<file path="src/rtl/bin_to_bcd.sv">
// bin_to_bcd: sequential double-dabble converter, 10-bit binary to four BCD digits, one step per clock,
// with optional blanking of leading zero digits (4'hF) for a 7-segment decoder.
module bin_to_bcd #(
  parameter bit BLANK_LEADING = 1'b1
) (
  input  logic       clk,
  input  logic       reset,
  input  logic [9:0] bin,
  input  logic       in_valid,
  output logic       in_ready,
  output logic [3:0] bcd0,
  output logic [3:0] bcd1,
  output logic [3:0] bcd2,
  output logic [3:0] bcd3,
  output logic       done
);
  localparam logic IDLE = 1'b0;
  localparam logic CONV = 1'b1;
  localparam logic [3:0] HI_RST = BLANK_LEADING ? 4'hF : 4'h0;
  logic        state;
  logic [9:0]  sh;
  logic [15:0] scr, adj, nxt;
  logic [3:0]  cnt;
  logic        z3, z2, z1;
  assign in_ready = state == IDLE;
  for (genvar g = 0; g < 4; g++) begin : g_adj
    assign adj[4*g+:4] = scr[4*g+:4] >= 4'd5 ? scr[4*g+:4] + 4'd3 : scr[4*g+:4];
  end
  assign nxt = {adj[14:0], sh[9]};
  // blanking chains from the most significant digit down; bcd0 is never blanked
  assign z3 = BLANK_LEADING && nxt[15:12] == 4'd0;
  assign z2 = z3 && nxt[11:8] == 4'd0;
  assign z1 = z2 && nxt[7:4] == 4'd0;
  always_ff @(posedge clk) begin
    if (reset) begin
      state <= IDLE;
      sh    <= '0;
      scr   <= '0;
      cnt   <= '0;
      done  <= 1'b0;
      bcd0  <= 4'h0;
      bcd1  <= HI_RST;
      bcd2  <= HI_RST;
      bcd3  <= HI_RST;
    end else begin
      done <= 1'b0;
      if (state == IDLE) begin
        if (in_valid) begin
          sh    <= bin;
          scr   <= '0;
          cnt   <= '0;
          state <= CONV;
        end
      end else begin
        sh  <= {sh[8:0], 1'b0};
        scr <= nxt;
        cnt <= cnt + 4'd1;
        if (cnt == 4'd9) begin
          state <= IDLE;
          done  <= 1'b1;
          bcd0  <= nxt[3:0];
          bcd1  <= z1 ? 4'hF : nxt[7:4];
          bcd2  <= z2 ? 4'hF : nxt[11:8];
          bcd3  <= z3 ? 4'hF : nxt[15:12];
        end
      end
    end
  end
endmodule

</file>
<file path="config.mk">
export PLATFORM = sky130hd
export DESIGN_NAME = bin_to_bcd
export DESIGN_NICKNAME = d
export VERILOG_FILES = /design/src/rtl/bin_to_bcd.sv
export SDC_FILE = /design/constraint.sdc
export NUM_CORES = 1
export LEC_CHECK = 0
export BUFFER_PORTS_ARGS = -buffer_cell sky130_fd_sc_hd__buf_2
export CORE_MARGIN = 1
export CORE_UTILIZATION = 40
export DETAILED_ROUTE_END_ITERATION = 6
export GPL_TIMING_DRIVEN = 0
export PLACE_DENSITY_LB_ADDON = 0.08
export SYNTH_ARGS = -nofsm -noshare
export SYNTH_HDL_FRONTEND = slang
export SYNTH_SLANG_ARGS = --single-unit
</file>
<file path="constraint.sdc">
create_clock -name clk -period 1.97 [get_ports clk]
set_input_delay 0.0985 -clock clk [delete_from_list [all_inputs] [get_ports clk]]
set_output_delay 0.0985 -clock clk [all_outputs]
set_load 0.02 [all_outputs]
</file>
==> Word-level counts from Yosys, hierarchy flattened <==
Cells that the tools add are included.
{ "classes": {"n_addsub": 5, "order_cmp": 4, "n_eq_ne": 1, "muxes": 17, "bitwise_logic": 1, "n_reduce_logical": 9} }
{ "op_table": {"columns": ["cell", "count"], "rows": [
  ["$mux 16", 2],
  ["$mux 4", 8],
  ["$mux 10", 2],
  ["$ge 4x3->1 const B", 4],
  ["$add 4x2->4 const B", 3],
  ["$logic_not 4->1", 3],
  ["$add 4x1->4 const B", 1],
  ["$eq 4x4->1 const B", 1],
  ["$mux 1", 4],
  ["$reduce_or 2->1", 2],
  ["$add 3x2->3 const B", 1],
  ["$mux 3", 1],
  ["$logic_and 1x1->1", 2],
  ["$reduce_and 2->1", 1],
  ["$reduce_bool 2->1", 1],
  ["$not 1->1", 1]
]} }
{ "totals": {"ff_bits": 48, "inputBits": 13, "output_inout_bits": 18, "elab_cells": 47} }

==> Depth between registers and ports, before layout <==
{ "logic_depth": {"depth_word": 6, "depth_mapped": 7, "mapped_depth_nobuf": 7} }

==> Worst setup path after synthesis <==
Ideal clock, no wire load.
{ "synth_timing": {"path_type": "flip-flop to flip-flop", "start": "register scr[8]", "end": "register bcd1[2]", "setup_ns": 0.080, "t_arrival_ns": 1.680, "required_ns": 1.890, "path_slack_ns": 0.211, "path_stages_with_launch": 8, "n_path_buf": 0, "synth_period_minus_slack_ns": 1.759, "path_cell_list": "dfxtp_1 > inv_1 > ha_1 > and2b_1 > o21bai_2 > and3_2 > o2111ai_4 > a211oi_2"} }
{ "synth_between": {"elab_chain_len": 6, "word_cells_on_any_way": 8, "classes_between": "add/sub: 1; order compare: 1; mux: 2; reduce/logical: 4"} }
{ "synth_lines": {"columns": ["element", "line_no", "rtl"], "rows": [
  ["start, declared", "22", "logic [15:0] scr, adj, nxt;"],
  ["start signal, assigned", "56", "scr <= nxt;"],
  ["$add 4x2->4 or $ge 4x3->1 (tied branches)", "27", "assign adj[4*g+:4] = scr[4*g+:4] >= 4'd5 ? scr[4*g+:4] + 4'd3 : scr[4*g+:4];"],
  ["$mux 4 (*)", "27", null],
  ["$logic_not 4->1 (on tied branches)", "31, 32", null],
  ["$logic_and 1x1->1 (*)", "32", "assign z2 = z3 && nxt[11:8] == 4'd0;"],
  ["$logic_and 1x1->1 (*)", "33", "assign z1 = z2 && nxt[7:4] == 4'd0;"],
  ["$mux 4 (*)", "62", "bcd1 <= z1 ? 4'hF : nxt[7:4];"],
  ["end signal, assigned", "62", null],
  ["end, declared", "12", "output logic [3:0] bcd1,"]
]} }
Every way passes the cells marked *; elsewhere a longest branch is shown, timed or not.
A chain may end at the register's enable or synchronous reset.

==> Final worst setup path <==
{ "layout_timing": {"start": "register scr[9]", "end": "register bcd1[1]"} }
The elaborated chain is that of the path after synthesis.

==> results.md <==
| Parameter | This run | Unit |
|:---|:---|:---|
| Status | completed | - |
| Post-synth top flop | sky130_fd_sc_hd__dfxtp_1 | - |
| Total wirelength of the detailed-routed design | 5140 | um |
| Per-instance average area after synthesis | 8.45 | um2 |
| Post-CTS setup repair buffer count | 0 | - |
| Min-delay worst type | in -> reg | - |
| Clock root buffer | sky130_fd_sc_hd__clkbuf_8 | - |
| Cells along the critical path | inv_1 -> ha_1 -> and2b_2 -> nor3_2 -> a211oi_2 -> o2111ai_4 -> a211oi_2 | - |
| Detailed placer's ending HPWL | 3720 | um |
| Worst R2R End | bcd1[1] | - |
| Final setup vio count | 0 | - |
| Sort of element at the end of the critical path | flop | - |
| Max-slew headroom | 0.630 | - |
| Count of final hold-check violations | 0 | - |
| Clock period minus worst slack | 1.86 | ns |
| Maximum frequency from static timing analysis | 0.538 | GHz |
| Grt ovf | 0 | - |
| Port buffer count | 29 | - |
| Worst slew pin tran | 0.555 | ns |
| Startpoint kind of the worst setup timing path | flop | - |
| Largest net degree at the start of global routing | 14 | - |
| Launch instance of the worst register-to-register path | scr[9] | - |
| Net count, final | 340 | - |
| Global-route wire length before repair | 8420 | um |
| Mux contribution to synthesized area | 0.0738 | - |
| Worst Skew | 0.00410 | ns |
| Compound-cell area share of the yosys netlist | 0.197 | - |
| Diode count | 0 | - |
| Worst endpoint required time | 2.19 | ns |
| Routability congestion estimate | 0.736 | - |
| Number of instances in the synthesized netlist | 281 | - |
| Initial antenna violation count | 0 | - |
| Area of the core | 5610 | um2 |
| Crit. Startpoint | scr[9] | - |
| Setup slack of the most critical reg-to-reg path | 0.11 | ns |
| Crit-path slowest cell | sky130_fd_sc_hd__dfxtp_2 | - |
| Die height | 79.0 | um |
| Critical path type | reg -> reg | - |
| Total Negative Setup Slacks | 0 | ns |
| Endpoint of the worst setup timing path | bcd1[1] | - |
| Fill cell total of the finished layout | 582 | - |
| Count of synthesis-stage warnings from yosys | 0 | - |
| Count of hold buffers inserted by post-cts repair | 0 | - |
| Number of global-route vias before repair | 1,751 | - |
| Slowest cell delay on critical path | 0.38 | ns |
| Fraction of power consumed by combinational cells | 0.076 | - |
| Max_cap viols | 0 | - |
| Synth Area in XOR/XNOR | 0.0148 | - |
| Power per cell area | 624 | nW/um2 |
| Total via count after detailed routing | 1,993 | - |
| Detailed-route DRC error count | 0 | - |
| Number of H-tree levels | 2 | - |
| Gr usage total | 0.173 | - |
| Overall die area | 6250 | um2 |
| Clock network fraction of design power | 0.350 | - |
| Net switching component of the power | 0.417 | mW |
| Most prevalent standard cell on the critical path | sky130_fd_sc_hd__a211oi_2 | - |
| Post-Synthesis Net Count | 304 | - |
| Switching share of power | 0.241 | - |
| Internal power of the cells | 1.32 | mW |
| Ratio of routed vias to standard cells | 5.11 | - |
| Worst-path clk slew | 0.09 | ns |
| Per-cell routed wire length | 13.2 | um |
| Data arrival at the endpoint of the critical path | 2.08 | ns |
| Area growth from synthesis to layout | 17.0 | % |
| Share of cells above drive strength 1 | 0.204 | - |
| Total clock sinks | 48 | - |
| Starting utilization of the core area | 0.423 | - |
| Top-Level Pins | 31 | - |
| Number of rows created at floorplan | 27 | - |
| Fraction of synthesis flops using an asynchronous set or reset pin | 0 | - |
| Worst supply voltage drop on vdd | 0.000392 | V |
| Share of synthesized area occupied by flip-flops and latches | 0.405 | - |
| Count of pins over their slew limit | 0 | - |
| Dominant combinational cell family by area after synthesis | simple AND/OR/NAND/NOR gates | - |
| Die X | 79.0 | um |
| Buffers from clock root to sink, at most | 2 | - |
| Iteration-0 DRC count of the detailed router | 53 | - |
| Highest net fanout along the worst path | 8 | - |
| Pre-antenna DRT Iters | 4 | - |
| Simple-Gate Fraction of Synth Area | 0.211 | - |
| Portion of total power attributed to sequential cells | 0.574 | - |
| Arithmetic-cell share of the synthesized area counting full adders, half adders and majority gates | 0.0527 | - |
| Number of unique standard cell types used by synthesis | 40 | - |
| TritonCTS clock tree | yes | - |
| CTS Buf Count | 5 | - |
| Mapped cell area | 2370 | um2 |
| Clock insertion delay at the later pin of the skew report | 0.29 | ns |
| Worst hold slack | 0.100 | ns |
| Routed Antenna Nets | 0 | - |
| Reg2Reg Depth | 7 | - |
| RSZ-0062 raised after global routing | no | - |
| Register bit total from synthesis | 48 | - |
| Period utilisation layout | 0.943 | - |
| Post-synth EDFFs | 0 | - |
| Static Leak | 1.06 | nW |
-- worst max-delay path: cells and delay by family, from the launching register on --
family / cells / cell delay (ns)
AOI/OAI and AO/OA: 3 / 0.83
DFF: 1 / 0.38
and+or+nand+nor: 2 / 0.31
adders and majority gates: 1 / 0.17
buffers and inverters: 1 / 0.10
-- synthesized netlist by cell type, types with 2 or more instances --
library cell               number  area (um2)
sky130_fd_sc_hd__dfxtp_1       48         961
sky130_fd_sc_hd__o21ai_0        8        40.0
sky130_fd_sc_hd__buf_1          3        11.3
sky130_fd_sc_hd__nand2b_1       8        50.1
sky130_fd_sc_hd__nor3_1        11        55.1
sky130_fd_sc_hd__buf_2          4        20.0
sky130_fd_sc_hd__a22o_1         3        26.3
sky130_fd_sc_hd__a21oi_1       36         180
sky130_fd_sc_hd__xnor2_1        4        35.0
sky130_fd_sc_hd__clkbuf_1       7        26.3
sky130_fd_sc_hd__nand2_1        8        30.0
sky130_fd_sc_hd__nor2_1        55         206
sky130_fd_sc_hd__a31oi_1        2        12.5
sky130_fd_sc_hd__nor3b_1       10        75.1
sky130_fd_sc_hd__a211oi_1       7        52.6
sky130_fd_sc_hd__inv_1         14        52.6
sky130_fd_sc_hd__ha_1          10         125
sky130_fd_sc_hd__or3_1          2        12.5
sky130_fd_sc_hd__a21o_1         2        15.0
sky130_fd_sc_hd__mux2i_1       15         150
sky130_fd_sc_hd__a211oi_2       3        37.5
sky130_fd_sc_hd__nor2b_1        3        18.8
-- cells by family after synthesis --
| group | Yosys count |
|---|---|
| AND/OR/NAND/NOR | 104 |
| adder cells (fa/ha/maj) | 10 |
| AO/OA/AOI/OAI | 70 |
| flip-flops | 48 |
| buffers and inverters | 28 |
| XOR/XNOR | 4 |
| multiplexers | 17 |
-- stage by stage --
stage               total power [mW]  instances  cell area (um2)  utilization  setup WS (ns)
floorplan                       1.11        281             2370            -          0.211
global placement                1.15        382             2610        0.465       -0.00396
detailed placement              1.15        382             2610        0.465         0.0141
CTS                             1.76        390             2700        0.481         0.0244
global route                    1.81        390             2780        0.495        0.00974
finish                          1.73        390             2780        0.495          0.113
-- flip-flops by register name, summed over array words and instances, names as in the netlist --
| name | cells |
|---|---|
| bcd0 | 4 |
| cnt | 4 |
| sh | 10 |
| bcd1 | 4 |
| done | 1 |
| scr | 16 |
| bcd3 | 4 |
| state | 1 |
| bcd2 | 4 |
-- worst min-delay path by stage --
stage | slack (ns) | to | cells past startpoint | start
4_1_cts | 0.11 | sh[0] | 3 | bin[0]
3_5_place_dp | 0.42 | sh[0] | 3 | bin[0]
6_report | 0.10 | sh[0] | 3 | bin[0]
5_1_grt | 0.12 | sh[0] | 3 | bin[0]
2_1_floorplan | 0.29 | sh[0] | 2 | bin[0]
3_3_place_gp | 0.42 | sh[0] | 3 | bin[0]
-- cells in the final DEF (no fill, tap or decap), types with 4 or more instances in the layout --
cell and count:
sky130_fd_sc_hd__a211oi_2 7, sky130_fd_sc_hd__dfxtp_1 46, sky130_fd_sc_hd__clkbuf_1 9, sky130_fd_sc_hd__mux2i_1 13, sky130_fd_sc_hd__o21ai_0 5, sky130_fd_sc_hd__clkbuf_8 6, sky130_fd_sc_hd__a21oi_1 34, sky130_fd_sc_hd__inv_1 14
sky130_fd_sc_hd__nand2b_1 8, sky130_fd_sc_hd__nor2_1 55, sky130_fd_sc_hd__nor3_1 10, sky130_fd_sc_hd__nor3b_1 9, sky130_fd_sc_hd__ha_1 10, sky130_fd_sc_hd__nand2_1 8, sky130_fd_sc_hd__buf_2 33, sky130_fd_sc_hd__xnor2_1 4
-- layer usage --
layer	up-vias	GRT usage	routed length, um
li1	1039	-	-
met1	919	0.235	2590
met2	28	0.274	2330
met3	7	0.0379	157
met4	0	0.0491	63
met5	-	0	0
-- power by group through the flow --
stage | sequential, mW | combinational, mW | clock, mW
global placement | 1.02 | 0.133 | 0
floorplan | 1.02 | 0.0902 | 0
finish | 0.995 | 0.131 | 0.608
detailed placement | 1.02 | 0.134 | 0
CTS | 0.996 | 0.134 | 0.627
global route | 0.997 | 0.146 | 0.667
-- layout make-up --
| cell class | count | area, um2 | share of cell area |
|---|---|---|---|
| Timing Repair Buffer | 29 | 145 | 0.0523 |
| Buffer | 14 | 57.6 | 0.0207 |
| Tap cell | 72 | 90.1 | 0.0324 |
| Inverter | 14 | 52.6 | 0.0189 |
| Sequential cell | 48 | 966 | 0.348 |
| Multi-Input combinational cell | 205 | 1380 | 0.495 |
| Clock buffer | 8 | 90.1 | 0.0324 |
-- what timing repair did --
action / 4_1_cts / 5_1_grt
endpoints found under the setup margin: 4 / 10
hold endpoints to repair: 0 / 0
resized for setup: 2 / 19
pin swaps: 0 / 4
Note: power is estimated with default switching activity, not from simulation.
